===== config.mk =====
export PLATFORM = sky130hd
export DESIGN_NAME = pipe_ctrl_flat
export DESIGN_NICKNAME = d
export VERILOG_FILES = /design/src/rtl/pipe_ctrl_if.sv /design/src/rtl/pipe_ctrl.sv /design/src/flat_wrapper.sv
export SDC_FILE = /design/constraint.sdc
export NUM_CORES = 1
export LEC_CHECK = 0
export BUFFER_PORTS_ARGS = -buffer_cell sky130_fd_sc_hd__buf_2
export CORE_MARGIN = 5
export CORE_UTILIZATION = 49
export CTS_BUF_LIST = sky130_fd_sc_hd__clkbuf_16
export CTS_CLUSTER_SIZE = 8
export DETAILED_ROUTE_END_ITERATION = 16
export HOLD_SLACK_MARGIN = 0.02
export PLACE_DENSITY = 0.89
export RECOVER_POWER = 50
export SLEW_MARGIN = 40
export SYNTH_ARGS = -nofsm -noshare
export SYNTH_HDL_FRONTEND = slang
export SYNTH_SLANG_ARGS = --single-unit

===== constraint.sdc =====
create_clock -name clk -period 3.9 [get_ports clk]
set_input_delay 0.585 -clock clk [delete_from_list [all_inputs] [get_ports clk]]
set_output_delay 0.585 -clock clk [all_outputs]
set_load 0.1 [all_outputs]

===== src/rtl/pipe_ctrl_if.sv =====
// Bundle between the pipeline controller and the 5-stage core: stall/jump/trap
// requests in, stall/flush/redirect and the single CSR write port out.
interface pipe_ctrl_if #(
    parameter int XLEN   = 32,
    parameter int CSR_AW = 12
);
    logic              stallreq_id_i;
    logic              stallreq_ex_i;
    logic              stallreq_mem_i;
    logic              jump_req_i;
    logic [XLEN-1:0]   jump_addr_i;
    logic              exc_req_i;
    logic [XLEN-1:0]   exc_cause_i;
    logic              mret_i;
    logic              irq_i;
    logic              mem_valid_i;
    logic [XLEN-1:0]   pc_mem_i;
    logic [XLEN-1:0]   mstatus_i;
    logic [XLEN-1:0]   mtvec_i;
    logic [XLEN-1:0]   mepc_i;

    logic [5:0]        stall_o;
    logic [4:0]        flush_o;
    logic              redirect_o;
    logic [XLEN-1:0]   redirect_addr_o;
    logic              csr_we_o;
    logic [CSR_AW-1:0] csr_waddr_o;
    logic [XLEN-1:0]   csr_wdata_o;
    logic              trap_busy_o;

    modport master (
        input  stallreq_id_i, stallreq_ex_i, stallreq_mem_i,
        input  jump_req_i, jump_addr_i,
        input  exc_req_i, exc_cause_i, mret_i, irq_i, mem_valid_i,
        input  pc_mem_i, mstatus_i, mtvec_i, mepc_i,
        output stall_o, flush_o, redirect_o, redirect_addr_o,
        output csr_we_o, csr_waddr_o, csr_wdata_o, trap_busy_o
    );

    modport slave (
        output stallreq_id_i, stallreq_ex_i, stallreq_mem_i,
        output jump_req_i, jump_addr_i,
        output exc_req_i, exc_cause_i, mret_i, irq_i, mem_valid_i,
        output pc_mem_i, mstatus_i, mtvec_i, mepc_i,
        input  stall_o, flush_o, redirect_o, redirect_addr_o,
        input  csr_we_o, csr_waddr_o, csr_wdata_o, trap_busy_o
    );
endinterface


===== src/rtl/pipe_ctrl.sv =====
// Pipeline controller: stall/flush generation, jump redirect, and the
// machine-mode trap entry/mret sequencer driving one CSR write port.
module pipe_ctrl #(
    parameter int XLEN   = 32,
    parameter int CSR_AW = 12
) (
    input  logic           clk,
    input  logic           rst_n,
    pipe_ctrl_if.master    bus
);
    typedef enum logic [2:0] {
        IDLE    = 3'd0,
        W_EPC   = 3'd1,
        W_CAUSE = 3'd2,
        W_STAT  = 3'd3,
        W_MRET  = 3'd4
    } state_t;

    localparam logic [CSR_AW-1:0] ADDR_MSTATUS = CSR_AW'(12'h300);
    localparam logic [CSR_AW-1:0] ADDR_MEPC    = CSR_AW'(12'h341);
    localparam logic [CSR_AW-1:0] ADDR_MCAUSE  = CSR_AW'(12'h342);
    localparam logic [XLEN-1:0]   IRQ_CAUSE    = XLEN'(32'h8000_000B);

    state_t          state_q, state_d;
    logic [XLEN-1:0] epc_q, epc_d;
    logic [XLEN-1:0] cause_q, cause_d;
    logic [XLEN-1:0] mstat_q, mstat_d;

    logic irq_ev;
    logic trap_ev;

    assign irq_ev  = bus.irq_i & bus.mstatus_i[3] & bus.mem_valid_i;
    assign trap_ev = bus.exc_req_i | bus.mret_i | irq_ev;

    always_ff @(posedge clk or negedge rst_n) begin
        if (!rst_n) begin
            state_q <= IDLE;
            epc_q   <= '0;
            cause_q <= '0;
            mstat_q <= '0;
        end else begin
            state_q <= state_d;
            epc_q   <= epc_d;
            cause_q <= cause_d;
            mstat_q <= mstat_d;
        end
    end

    always_comb begin
        state_d             = state_q;
        epc_d               = epc_q;
        cause_d             = cause_q;
        mstat_d             = mstat_q;
        bus.stall_o         = '0;
        bus.flush_o         = '0;
        bus.redirect_o      = 1'b0;
        bus.redirect_addr_o = '0;
        bus.csr_we_o        = 1'b0;
        bus.csr_waddr_o     = '0;
        bus.csr_wdata_o     = '0;
        bus.trap_busy_o     = (state_q != IDLE);

        unique case (state_q)
            IDLE: begin
                // A mem-stage wait blocks trap acceptance, so the faulting
                // instruction is still in mem when the event is retried.
                if (trap_ev && !bus.stallreq_mem_i) begin
                    bus.flush_o = 5'b11111;
                    epc_d       = bus.pc_mem_i;
                    mstat_d     = bus.mstatus_i;
                    if (bus.exc_req_i) begin
                        cause_d = bus.exc_cause_i;
                        state_d = W_EPC;
                    end else if (bus.mret_i) begin
                        state_d = W_MRET;
                    end else begin
                        cause_d = IRQ_CAUSE;
                        state_d = W_EPC;
                    end
                end else if (bus.jump_req_i && !bus.stallreq_ex_i && !bus.stallreq_mem_i) begin
                    bus.flush_o         = 5'b00111;
                    bus.redirect_o      = 1'b1;
                    bus.redirect_addr_o = bus.jump_addr_i;
                end else if (bus.stallreq_mem_i) begin
                    bus.stall_o = 6'b011111;
                end else if (bus.stallreq_ex_i) begin
                    bus.stall_o = 6'b001111;
                end else if (bus.stallreq_id_i) begin
                    bus.stall_o = 6'b000111;
                end
            end
            W_EPC: begin
                bus.stall_o     = 6'b000011;
                bus.csr_we_o    = 1'b1;
                bus.csr_waddr_o = ADDR_MEPC;
                bus.csr_wdata_o = epc_q;
                state_d         = W_CAUSE;
            end
            W_CAUSE: begin
                bus.stall_o     = 6'b000011;
                bus.csr_we_o    = 1'b1;
                bus.csr_waddr_o = ADDR_MCAUSE;
                bus.csr_wdata_o = cause_q;
                state_d         = W_STAT;
            end
            W_STAT: begin
                bus.stall_o         = 6'b000011;
                bus.csr_we_o        = 1'b1;
                bus.csr_waddr_o     = ADDR_MSTATUS;
                bus.csr_wdata_o     = mstat_q;
                bus.csr_wdata_o[7]  = mstat_q[3];
                bus.csr_wdata_o[3]  = 1'b0;
                bus.redirect_o      = 1'b1;
                bus.redirect_addr_o = {bus.mtvec_i[XLEN-1:2], 2'b00};
                state_d             = IDLE;
            end
            W_MRET: begin
                bus.stall_o         = 6'b000011;
                bus.csr_we_o        = 1'b1;
                bus.csr_waddr_o     = ADDR_MSTATUS;
                bus.csr_wdata_o     = mstat_q;
                bus.csr_wdata_o[3]  = mstat_q[7];
                bus.csr_wdata_o[7]  = 1'b1;
                bus.redirect_o      = 1'b1;
                bus.redirect_addr_o = bus.mepc_i;
                state_d             = IDLE;
            end
            default: state_d = IDLE;
        endcase
    end
endmodule


===== src/flat_wrapper.sv =====
// flat-port wrapper written by rule: the top's interface ports become plain ports
module pipe_ctrl_flat 
#(
    parameter int XLEN   = 32,
    parameter int CSR_AW = 12
)
  (clk, rst_n, bus_stallreq_id_i, bus_stallreq_ex_i, bus_stallreq_mem_i, bus_jump_req_i, bus_jump_addr_i, bus_exc_req_i, bus_exc_cause_i, bus_mret_i, bus_irq_i, bus_mem_valid_i, bus_pc_mem_i, bus_mstatus_i, bus_mtvec_i, bus_mepc_i, bus_stall_o, bus_flush_o, bus_redirect_o, bus_redirect_addr_o, bus_csr_we_o, bus_csr_waddr_o, bus_csr_wdata_o, bus_trap_busy_o);
  pipe_ctrl_if #(.XLEN(XLEN), .CSR_AW(CSR_AW)) bus_i ();
  input  logic clk;
  input  logic rst_n;
  input wire logic [$bits(bus_i.stallreq_id_i)-1:0] bus_stallreq_id_i;
  input wire logic [$bits(bus_i.stallreq_ex_i)-1:0] bus_stallreq_ex_i;
  input wire logic [$bits(bus_i.stallreq_mem_i)-1:0] bus_stallreq_mem_i;
  input wire logic [$bits(bus_i.jump_req_i)-1:0] bus_jump_req_i;
  input wire logic [$bits(bus_i.jump_addr_i)-1:0] bus_jump_addr_i;
  input wire logic [$bits(bus_i.exc_req_i)-1:0] bus_exc_req_i;
  input wire logic [$bits(bus_i.exc_cause_i)-1:0] bus_exc_cause_i;
  input wire logic [$bits(bus_i.mret_i)-1:0] bus_mret_i;
  input wire logic [$bits(bus_i.irq_i)-1:0] bus_irq_i;
  input wire logic [$bits(bus_i.mem_valid_i)-1:0] bus_mem_valid_i;
  input wire logic [$bits(bus_i.pc_mem_i)-1:0] bus_pc_mem_i;
  input wire logic [$bits(bus_i.mstatus_i)-1:0] bus_mstatus_i;
  input wire logic [$bits(bus_i.mtvec_i)-1:0] bus_mtvec_i;
  input wire logic [$bits(bus_i.mepc_i)-1:0] bus_mepc_i;
  output wire logic [$bits(bus_i.stall_o)-1:0] bus_stall_o;
  output wire logic [$bits(bus_i.flush_o)-1:0] bus_flush_o;
  output wire logic [$bits(bus_i.redirect_o)-1:0] bus_redirect_o;
  output wire logic [$bits(bus_i.redirect_addr_o)-1:0] bus_redirect_addr_o;
  output wire logic [$bits(bus_i.csr_we_o)-1:0] bus_csr_we_o;
  output wire logic [$bits(bus_i.csr_waddr_o)-1:0] bus_csr_waddr_o;
  output wire logic [$bits(bus_i.csr_wdata_o)-1:0] bus_csr_wdata_o;
  output wire logic [$bits(bus_i.trap_busy_o)-1:0] bus_trap_busy_o;
  assign bus_i.stallreq_id_i = bus_stallreq_id_i;
  assign bus_i.stallreq_ex_i = bus_stallreq_ex_i;
  assign bus_i.stallreq_mem_i = bus_stallreq_mem_i;
  assign bus_i.jump_req_i = bus_jump_req_i;
  assign bus_i.jump_addr_i = bus_jump_addr_i;
  assign bus_i.exc_req_i = bus_exc_req_i;
  assign bus_i.exc_cause_i = bus_exc_cause_i;
  assign bus_i.mret_i = bus_mret_i;
  assign bus_i.irq_i = bus_irq_i;
  assign bus_i.mem_valid_i = bus_mem_valid_i;
  assign bus_i.pc_mem_i = bus_pc_mem_i;
  assign bus_i.mstatus_i = bus_mstatus_i;
  assign bus_i.mtvec_i = bus_mtvec_i;
  assign bus_i.mepc_i = bus_mepc_i;
  assign bus_stall_o = bus_i.stall_o;
  assign bus_flush_o = bus_i.flush_o;
  assign bus_redirect_o = bus_i.redirect_o;
  assign bus_redirect_addr_o = bus_i.redirect_addr_o;
  assign bus_csr_we_o = bus_i.csr_we_o;
  assign bus_csr_waddr_o = bus_i.csr_waddr_o;
  assign bus_csr_wdata_o = bus_i.csr_wdata_o;
  assign bus_trap_busy_o = bus_i.trap_busy_o;
  pipe_ctrl #(.XLEN(XLEN), .CSR_AW(CSR_AW)) u_core (.clk(clk), .rst_n(rst_n), .bus(bus_i));
endmodule

# Word level (Yosys, flattened, before mapping)
# Index checks and enable logic that the tools add are counted.
# classes
eq_ne	6
n_reduce_logical	11
bitwise	4
mux	24
# ops
cell	n
2-to-1 mux 32 bit	4
case mux 32 bit (4 select lines)	1
case mux 32 bit (3 select lines)	1
case mux 10 bit (3 select lines)	1
2-to-1 mux 6 bit	4
2-to-1 mux 3 bit	5
case mux 6 bit (2 select lines)	1
2-to-1 mux 5 bit	2
case mux 3 bit (3 select lines)	1
equality test 3 x 2 -> 1 bit, second input constant	2
OR reduction 4 bit	1
equality test 3 x 1 -> 1 bit, second input constant	1
equality test 3 bit, second input constant	1
logical AND 1 bit	3
logical NOT 3 bit	1
2-to-1 mux 1 bit	3
AND reduction 3 bit	1
nonzero test 3 bit	1
bitwise AND 1 bit	2
logical NOT 1 bit	2
!= test 2 x 1 -> 1 bit, second input constant	1
!= test 2 bit, second input constant	1
OR 1 bit	2
case mux 1 bit (2 select lines)	1
other kinds (2)	2
# totals
output_inout_bits	90
reg_bits	99
wordCells	49

# Longest topological paths before layout
# Gate-level depths: netlist of the first run.
# logic_depth
depth_word	6
mapped_depth	6
mapped_depth_nobuf	4

# Worst setup path after synthesis of the first run
# Ideal clock, no wire load.
# synth_timing
kind	register -> output
from	register u_core.state_q[0]
to	output bus_csr_wdata_o[3]
path_slack_ns	-1.078
path_stages_with_launch	6
arrival_ns	4.393
n_path_buf	2
cell_sequence	dfrtp_1 buf_2 buf_2 nor3b_1 nand2_1 o21ai_0
# synth_via
elab_chain_cells	2
word_cells_on_any_way	5
# synth_rtl
element	line	text
from (decl)	pipe_ctrl.sv:24	state_t state_q, state_d;
from (signal assigned)	pipe_ctrl.sv:42	state_q <= state_d;
equality test 3 bit, or another cell as far along	pipe_ctrl.sv:63	unique case (state_q)
case mux 32 bit (4 select lines) *	pipe_ctrl.sv:63	
to (decl)	flat_wrapper.sv:31	output wire logic [$bits(bus_i.csr_wdata_o)-1:0] bus_csr_wdata_o;
# Every way passes the cells marked *; elsewhere a longest branch is shown, timed or not.

# Final worst setup path of the first run
# layout_timing
from	register u_core.state_q[1]
to	register u_core.mstat_q[30]
# layout_via
elab_chain_cells	2
# layout_rtl
element	line	text
logical NOT 3 bit	pipe_ctrl.sv:63	
AND reduction 2 bit (no line)	--	
to (signal assigned)	pipe_ctrl.sv:45	mstat_q <= mstat_d;
to (decl)	pipe_ctrl.sv:27	logic [XLEN-1:0] mstat_q, mstat_d;
# No other way between the ends.
# A chain may end at the register's enable or synchronous reset.

==> results of run 1 <==
cell usage in the layout (no fill, tap or decap), types with 2 or more instances in the layout:
cell,instances
o22a_1,4
a21oi_1,2
nor3_4,2
mux2_2,34
bufinv_16,2
a21o_1,30
inv_1,3
buf_2,241
a22o_1,60
or2_2,2
dfrtp_1,98
clkbuf_1,5
diode_2,5
conb_1,8
o21bai_1,2
o21ai_0,3
mux2_1,61
nor2_1,7
o21ai_1,29
inv_8,2
buf_12,35
nand2_1,33
clkbuf_16,9
buf_4,9
a22oi_1,31
o21a_1,2
clkbuf_2,2
cell type report:
class | count | area, um^2
multi-input cells | 329 | 2673
clock inverters | 7 | 107.6
well taps | 140 | 175.2
clock buffers | 9 | 225.2
diodes | 5 | 12.51
fillers | 760 | 3154
inverters | 3 | 11.26
flip-flops and latches | 99 | 2479
repair buffers | 292 | 2003
Yosys cell counts (2+ instances only):
library cell  number  area [um^2]
clkbuf_1          12        45.04
inv_1              2        7.510
a22o_1            60        525.5
buf_2             17        85.08
mux2_2            34        382.9
a22oi_1           31        232.7
mux2_1            61        686.9
o21a_1             2        15.01
buf_6              4        45.04
o21ai_0           22        110.1
o21ai_1           10        50.05
nor2_1             7        26.28
o22a_1             4        35.03
dfrtp_1           99         2477
a21o_1            30        225.2
o21bai_1           2        15.01
buf_4             17        127.6
or2_2              2        12.51
nand2_1           33        123.9
a21oi_1            2        10.01
buf_1              3        11.26
flip-flops by register name (all words and copies together), names as in the netlist:
signal,count
u_core.epc_q,32
u_core.state_q,3
u_core.cause_q,32
u_core.mstat_q,32
layer usage:
layer | track usage [%] | up-vias | share of wire (%)
met4 | 13.46 | 0 | 4.0
met5 | 0 | - | 0
met2 | 51.16 | 290 | 51
li1 | - | 2278 | -
met1 | 33.60 | 2527 | 35
met3 | 7.632 | 50 | 9.8
kinds of logic after synthesis:
logic type	after synthesis	share of synthesized area, %
multiplexers	95	19.66
flip-flops	99	45.53
buffers and inverters	56	5.978
AO/OA/AOI/OAI	168	23.22
AND/OR/NAND/NOR	58	5.542
other	1	0.06892
stage by stage:
step / cell area [um^2] / utilization [%] / worst slack, ns
3_3_place_gp: 7366 / 67.95 / 1.024
4_1_cts: 7704 / 71.06 / 0.6593
5_1_grt: 7684 / 70.88 / 0.3295
6_report: 7686 / 70.90 / 0.4495
2_1_floorplan: 5473 / - / 0.03366
3_5_place_dp: 7371 / 67.99 / 0.9923
worst paths after layout:
kind / startpoint / to
setup / recovery: u_core.state_q[1] / u_core.mstat_q[30]
hold / removal: bus_mstatus_i[15] / u_core.mstat_q[15]
setup reg to reg: u_core.state_q[1] / u_core.mstat_q[30]
min in group asynchronous: rst_n / u_core.epc_q[10]
hold reg to reg: u_core.epc_q[0] / u_core.epc_q[0]
max in group asynchronous: rst_n / u_core.cause_q[0]
==> out/results.ini, run 1 <==
[global_route]
grt_pass1_vias = 5591
grt_max_degree = 88
grtUsageTotal_pct = 29.31
antenna_found_initial = 4
grt_pass1_wl_mm = 29.95
grt.overflow.total = 0

[routing]
vias = 5145
detail_route.iter0.violations = 431
routed_via_density = 5.820
wl_per_cell_um = 22.58
detail-route-antenna-nets = 0
routed_wl_mm = 19.96
drc = 0
dr.pass1.iters = 6

[floorplan]
ios = 292
start_util_pct = 50.20
row_count = 38
core_um2 = 10840
die_area_um2 = 13310
die-height_um = 115.4
die_w_um = 115.4

[setup_path]
critPathBufInv = 2
cp.arrival_ns = 3.67
start_kind = flop
r2r_cells = 5
cpMaxStageDelayCell = clkbuf_2
cp-end-kind = flop
cp_top_family = buffers and inverters
crit_type = flop to flop
crit_path_cell_trace = nor3_4 -> inv_1 -> nor3_4 -> clkbuf_2 -> mux2_2
crit_top_cell = nor3_4
path_max_fanout = 64
r2r_slack_ns = 0.45
cp.depth = 5
critPathMaxStageDelay_ns = 1.28
cp.required_ns = 4.12

[logic_synthesis]
syn_inst = 477
ys_ff_latch = 99
ys_warn_count = 0
async_flop_share_pct = 100.0
seq_area_frac_synth_pct = 45.53
syn_area_per_cell_um2 = 11.41
syn_area_um2 = 5441
synth_edf_count = 0
synth_cell_types = 44
ys.flop_type = dfrtp_1

[sta]
setup_viol = 0
rsz0062_at_grt = no
hold_violations = 0
tightest_slew_ns = 2.106
holdWs_ns = 0.4513
maxSlewHeadroom_pct = -40.43
finalSetupTns_ns = 0
max_freq_mhz = 289.8
post-route-min-period_ns = 3.451
maxSlewViolCount = 182
timing.final.crit_share_pct = 88.48
finClkSkew_ns = 0.005416

[clocking]
path_clk_slew_ns = 0.07
cts.sinks = 99
post_cts_buffers = 0
cts_buffers = 9
clk_latency_ns = 0.34
cts_hold_buffers = 0
h-tree-depth = 3
clockRootBuffer = clkbuf_16
cts_buffer_depth = 2
post_cts_resized = 0
cts_tree = yes

[run_status]
violations = max-capacitance violations, max-slew violations
status = complete, but fails checks

[final_layout]
drive_gt1_share_pct = 46.55
layout.cells.non_filler = 884
final_nets = 936
area_growth_pct = 41.25

[place]
port_buffers = 281
hpwl_mm = 15.02
dp.cells = 863
gp_congestion = 0.8963

[run]
maxCapViolCount = 3

[worst_hold_path]
hold_path_class = primary input to flop
hold_depth = 2

Power of run 1 is not shown: default switching activity piles up to over one toggle a cycle in this logic, so the estimate is an artifact.
==> run 2: changes to the inputs <==
--- a/config.mk
+++ b/config.mk
@@ -5,14 +5,14 @@
 export SDC_FILE = /design/constraint.sdc
 export NUM_CORES = 1
 export LEC_CHECK = 0
-export BUFFER_PORTS_ARGS = -buffer_cell sky130_fd_sc_hd__buf_2
+export BUFFER_PORTS_ARGS = -buffer_cell sky130_fd_sc_hd__buf_4
 export CORE_MARGIN = 5
-export CORE_UTILIZATION = 49
+export CORE_UTILIZATION = 41
 export CTS_BUF_LIST = sky130_fd_sc_hd__clkbuf_16
 export CTS_CLUSTER_SIZE = 8
 export DETAILED_ROUTE_END_ITERATION = 16
 export HOLD_SLACK_MARGIN = 0.02
-export PLACE_DENSITY = 0.89
+export PLACE_DENSITY = 0.8
 export RECOVER_POWER = 50
 export SLEW_MARGIN = 40
 export SYNTH_ARGS = -nofsm -noshare
==> constraint.sdc (replaced) <==
create_clock -name clk -period 2.9 [get_ports clk]
set_input_delay 0.435 -clock clk [delete_from_list [all_inputs] [get_ports clk]]
set_output_delay 0.435 -clock clk [all_outputs]
set_load 0.1 [all_outputs]
==> run 2 against run 1 <==
The flow now finishes without violations. Via count fell by 1.5%. Sequential cell count unchanged. Global-route usage down 5.8 points. Die area grew 18%. Design area increased by 5.1%. Final cell count up 4.1%. Critical endpoint is now bus_redirect_addr_o[0].
==> out/results.ini, run 2 (same netlist as run 1, synthesis figures left out) <==
[final_layout]
drive_gt1_share_pct = 52.28  ; was 46.55%
area_growth_pct = 48.42  ; was 41.25%
final_nets = 941  ; was 936
final_cell_mix = 291 x buf_4, 97 x dfrtp_1, 61 x mux2_1  ; was 241 x buf_2, 98 x dfrtp_1, 61 x mux2_1
n_antenna_cell = 0  ; was 5
finalCoreUtilization_pct = 61.48  ; was 70.90%
layout.cells.non_filler = 920  ; was 884
reg.largest.list = u_core.cause_q x32, u_core.epc_q x32, u_core.mstat_q x32  ; unchanged
layout_commonest_cell = buf_4  ; was buf_2

[floorplan]
die_w_um = 125.2  ; was 115.4 um
start_util_pct = 41.42  ; was 50.20%
die-height_um = 125.2  ; was 115.4 um
row_count = 42  ; was 38
ios = 292  ; unchanged
die_area_um2 = 15680  ; was 13310 um^2
core_um2 = 13140  ; was 10840 um^2

[setup_path]
cp-end-kind = output port  ; was flop
reg2reg_to = u_core.cause_q[22]  ; was u_core.mstat_q[30]
crit_start = u_core.state_q[1]  ; unchanged
path_max_fanout = 33  ; was 64
r2r_cells = 5  ; unchanged
r2r-start = u_core.state_q[2]  ; was u_core.state_q[1]
crit_type = flop to output port  ; was flop to flop
r2r_slack_ns = 0.48  ; was 0.45 ns
cp.required_ns = 2.47  ; was 4.12 ns
cp.arrival_ns = 2.25  ; was 3.67 ns
endpoint = bus_redirect_addr_o[0]  ; was u_core.mstat_q[30]
start_kind = flop  ; unchanged

[sta]
setup_viol = 0  ; unchanged
maxSlewViolCount = 0  ; was 182
timing.final.crit_share_pct = 92.57
hold_violations = 0  ; unchanged
max_freq_mhz = 372.5
maxSlewHeadroom_pct = 11.90  ; was -40.43%
rsz0062_at_grt = no  ; unchanged
finClkSkew_ns = 0.005332  ; was 0.005416 ns
post-route-min-period_ns = 2.685
tightest_slew_ns = 1.321  ; was 2.106 ns

[global_route]
grt.overflow.total = 0  ; unchanged
grtUsageTotal_pct = 23.48  ; was 29.31%
grt_max_degree = 55  ; was 88
antenna_found_initial = 0  ; was 4
grt_pass1_wl_mm = 29.43  ; was 29.95 mm
grt_pass1_vias = 5443  ; was 5591

[routing]
routed_wl_mm = 18.98  ; was 19.96 mm
vias = 5068  ; was 5145
detail-route-antenna-nets = 0  ; unchanged
wl_per_cell_um = 20.63  ; was 22.58 um
detail_route.iter0.violations = 247  ; was 431
routed_via_density = 5.509  ; was 5.820
drc = 0  ; unchanged
dr.pass1.iters = 5  ; was 6

[run]
maxCapViolCount = 0  ; was 3

[clocking]
cts_tree = yes  ; unchanged
h-tree-depth = 3  ; unchanged
post_cts_resized = 0  ; unchanged
clk_latency_ns = 0.34  ; about the same
path_clk_slew_ns = 0.06  ; was 0.07 ns
cts_hold_buffers = 0  ; unchanged
post_cts_buffers = 0  ; unchanged
cts_buffer_depth = 2  ; unchanged
cts.sinks = 99  ; unchanged
clockRootBuffer = clkbuf_16  ; unchanged
cts_buffers = 9  ; unchanged

[place]
dp.cells = 904  ; was 863
hpwl_mm = 14.23  ; was 15.02 mm
gp_congestion = 0.9157  ; was 0.8963
port_buffers = 281  ; unchanged

[run_status]
status = finished clean  ; was complete, but fails checks

[worst_hold_path]
hold_path_class = primary input to asynchronous set/reset pin  ; was primary input to flop

## run 2: changes by cell type in the layout (fill, tap and decap cells not counted), moves of 2 or more
cell      previous run  this run
buf_12              35         3
buf_2              241         0
buf_4                9       291
clkbuf_1             5         0
clkinv_1             0         2
clkinv_2             0         2
diode_2              5         0
inv_8                2         0
o21ai_0              3         1
o21ai_1             29         2
o21ai_2              0        29
o21bai_1             2         0
## run 2: stage by stage
step | setup TNS, ns | cell area, um^2 | worst slack, ns | hold slack, ns
finish | 0 | 8077 | 0.2154 | 0.3106
global route | 0 | 8077 | 0.1333 | 0.2995
CTS | 0 | 8103 | 0.2177 | 0.1150
detailed placement | 0 | 7818 | 0.4756 | 0.4705
global placement | 0 | 7816 | 0.4047 | 0.4671
floorplan | -0.3259 | 5617 | -0.3259 | 0.1394
## run 2: metal layers
metal	GRT usage (%)	vias up	routed length [um]
li1	-	2289	-
met1	28.03	2505	7163
met2	41.66	244	9845
met3	5.842	30	1527
met4	7.398	0	442
met5	0	-	0
## run 2: worst min path at each step
stage / startpoint / depth (start not counted) / slack, ns / end
final: rst_n / 1 / 0.31 / u_core.mstat_q[18]
after global routing: bus_mstatus_i[9] / 2 / 0.30 / u_core.mstat_q[9]
after CTS: rst_n / 1 / 0.12 / u_core.mstat_q[14]
after detailed placement: u_core.mstat_q[3] / 1 / 0.47 / u_core.mstat_q[3]
after global placement: rst_n / 1 / 0.47 / u_core.mstat_q[18]
after floorplan: rst_n / 0 / 0.14 / u_core.cause_q[0]
## run 2: cell type report
type                    instances  area (um^2)
fillers                      1090         5061
clock inverters                 7        60.06
multi-input cells             329         2820
clock buffers                   9        225.2
inverters                       3        11.26
flip-flops and latches         99         2480
repair buffers                297         2260
well taps                     176        220.2
## run 2: worst max-delay path, cell delays in order (launching register included)
cell,delay [ns]
dfrtp_1,0.44
nor3_4,0.36
inv_2,0.18
a211oi_4,0.23
buf_12,0.22
a22o_1,0.17
buf_4,0.29
Power of run 2 is left out for the same reason.
==> run 3: changes to the inputs <==
--- a/config.mk
+++ b/config.mk
@@ -7,14 +7,15 @@
 export LEC_CHECK = 0
 export BUFFER_PORTS_ARGS = -buffer_cell sky130_fd_sc_hd__buf_4
 export CORE_MARGIN = 5
-export CORE_UTILIZATION = 41
+export CORE_UTILIZATION = 49
 export CTS_BUF_LIST = sky130_fd_sc_hd__clkbuf_16
 export CTS_CLUSTER_SIZE = 8
 export DETAILED_ROUTE_END_ITERATION = 16
 export HOLD_SLACK_MARGIN = 0.02
-export PLACE_DENSITY = 0.8
+export PLACE_DENSITY = 0.94
 export RECOVER_POWER = 50
 export SLEW_MARGIN = 40
 export SYNTH_ARGS = -nofsm -noshare
 export SYNTH_HDL_FRONTEND = slang
 export SYNTH_SLANG_ARGS = --single-unit
+export TNS_END_PERCENT = 10
==> constraint.sdc (replaced) <==
create_clock -name clk -period 3.22 [get_ports clk]
set_input_delay 0.483 -clock clk [delete_from_list [all_inputs] [get_ports clk]]
set_output_delay 0.483 -clock clk [all_outputs]
set_load 0.1 [all_outputs]
==> run 3 against run 2 <==
The flow now finishes with violations (max-capacitance violations, max-slew violations). Critical path type unchanged. Count of clock-buffer cells in the layout unchanged. Critical path depth unchanged. Worst setup slack worse by 0.014 ns. Critical endpoint is now bus_redirect_addr_o[6]. First-iteration DRC count up 73%. Routed wire length up 5.5%. Die area down 15%. Design area down 2.4%. Via count up 3.2%.
==> out/results.ini, run 3 (same netlist as run 1, synthesis figures left out) <==
[run_status]
status = complete, but fails checks  ; was finished clean
violations = max-capacitance violations, max-slew violations

[sta]
maxSlewHeadroom_pct = -2.207  ; was 11.90%
finClkSkew_ns = 0.008194  ; was 0.005332 ns
hold_violations = 0  ; unchanged
finalSetupTns_ns = 0  ; unchanged
rsz0062_at_grt = no  ; unchanged
tightest_slew_ns = 1.533  ; was 1.321 ns
post-route-min-period_ns = 3.019
setup_ws_ns = 0.2012  ; was 0.2154 ns
setup_viol = 0  ; unchanged
timing.final.crit_share_pct = 93.75
max_freq_mhz = 331.3
maxSlewViolCount = 63  ; was 0

[setup_path]
crit_type = flop to output port  ; unchanged
cp.required_ns = 2.74  ; was 2.47 ns
r2r_cells = 5  ; unchanged
r2r_slack_ns = 0.53  ; was 0.48 ns
crit_start = u_core.state_q[1]  ; unchanged
cp-end-kind = output port  ; unchanged
reg2reg_to = u_core.mstat_q[12]  ; was u_core.cause_q[22]
cp.arrival_ns = 2.54  ; was 2.25 ns
start_kind = flop  ; unchanged
r2r-start = u_core.state_q[1]  ; was u_core.state_q[2]
path_max_fanout = 31  ; was 33

[worst_hold_path]
min_from = bus_pc_mem_i[21]
hold_path_class = primary input to flop  ; was primary input to asynchronous set/reset pin
hold_depth = 2
hold_end = u_core.epc_q[21]

[clocking]
path_clk_slew_ns = 0.07  ; was 0.06 ns
cts_buffer_depth = 2  ; unchanged
post_cts_buffers = 0  ; unchanged
clk_latency_ns = 0.34  ; about the same
h-tree-depth = 3  ; unchanged
cts.sinks = 99  ; unchanged
cts_tree = yes  ; unchanged
cts_buffers = 9  ; unchanged
clockRootBuffer = clkbuf_16  ; unchanged

[routing]
routed_via_density = 5.904  ; was 5.509
dr.pass1.iters = 5  ; unchanged
vias = 5231  ; was 5068
wl_per_cell_um = 22.61  ; was 20.63 um
drc = 0  ; unchanged
routed_wl_mm = 20.03  ; was 18.98 mm
detail_route.iter0.violations = 428  ; was 247
detail-route-antenna-nets = 0  ; unchanged

[final_layout]
final_cell_mix = 288 x buf_4, 98 x dfrtp_1, 61 x mux2_1  ; was 291 x buf_4, 97 x dfrtp_1, 61 x mux2_1
drive_gt1_share_pct = 47.32  ; was 52.28%
fill_cells = 789  ; was 1090
multiInputGateArea_um2 = 2686  ; was 2820 um^2
finalCoreUtilization_pct = 72.68  ; was 61.48%
n_antenna_cell = 0  ; unchanged
reg.largest.list = u_core.cause_q x32, u_core.epc_q x32, u_core.mstat_q x32  ; unchanged
final_nets = 943  ; was 941
register_area_um2 = 2479  ; was 2480 um^2
layout.cells.non_filler = 886  ; was 920
layout_commonest_cell = buf_4  ; unchanged
area_growth_pct = 44.79  ; was 48.42%

[place]
dp.cells = 870  ; was 904
gp_congestion = 0.9598  ; was 0.9157
hpwl_mm = 15.19  ; was 14.23 mm
place_ws_ns = 0.5194  ; was 0.4756 ns
port_buffers = 281  ; unchanged

[global_route]
grt_pass1_wl_mm = 29.84  ; was 29.43 mm
grt_max_degree = 63  ; was 55
grt.overflow.total = 0  ; unchanged
grt_pass1_vias = 5635  ; was 5443
grtUsageTotal_pct = 29.18  ; was 23.48%
antenna_found_initial = 0  ; unchanged

[floorplan]
die_w_um = 115.4  ; was 125.2 um
ios = 292  ; unchanged
die-height_um = 115.4  ; was 125.2 um
die_area_um2 = 13310  ; was 15680 um^2
row_count = 38  ; was 42
start_util_pct = 50.20  ; was 41.42%
core_um2 = 10840  ; was 13140 um^2

[run]
maxCapViolCount = 1  ; was 0

run 3: cell count changes in the layout (fill, tap and decap cells not counted), sizes merged:
cell    previous run  this run
buf              294       288
bufinv             1         2
clkbuf            12        20
clkinv             5         2
inv                4         6
run 3: critical path: stages, from the launching register on:
cell and delay, ns:
dfrtp_1 0.63, clkbuf_1 0.42, and3b_1 0.22, buf_4 0.31, a22o_1 0.18, a21o_1 0.12
buf_4 0.30
run 3: worst max-delay path by stage:
stage / end / depth (start not counted) / slack [ns]
after detailed placement: bus_csr_wdata_o[3] / 5 / 0.52
after CTS: bus_csr_wdata_o[3] / 5 / 0.13
final: bus_redirect_addr_o[6] / 6 / 0.20
after global routing: bus_redirect_addr_o[9] / 6 / 0.07
after floorplan: bus_csr_wdata_o[15] / 5 / -0.62
after global placement: bus_csr_wdata_o[3] / 5 / 0.44
run 3: routing by layer:
| metal | vias up | GRT usage [%] | routed length, um |
|---|---|---|---|
| met1 | 2560 | 31.50 | 6566 |
| li1 | 2298 | - | - |
| met4 | 0 | 15.02 | 950 |
| met3 | 71 | 7.632 | 1867 |
| met5 | - | 0 | 0 |
| met2 | 302 | 52.35 | 10650 |
run 3: layout make-up:
cell class	count	share of cell area, %
tap	140	2.223
timing repair buffer	299	28.08
multi-input combinational	329	34.10
clock buffer	9	2.859
sequential	99	31.46
clock inverter	7	1.143
inverter	3	0.1429
run 3: repair_timing:
action | CTS | global route
setup endpoints to repair | 0 | 1
hold buffers | 0 | 0
gates resized for setup | 0 | 1
run 3: stage by stage:
step | hold WS (ns) | cell area, um^2
floorplan | 0.1874 | 5475
global placement | 0.4641 | 7596
detailed placement | 0.4748 | 7596
CTS | 0.2541 | 7911
global route | 0.3583 | 7879
finish | 0.3584 | 7879
Power of run 3 is left out for the same reason.
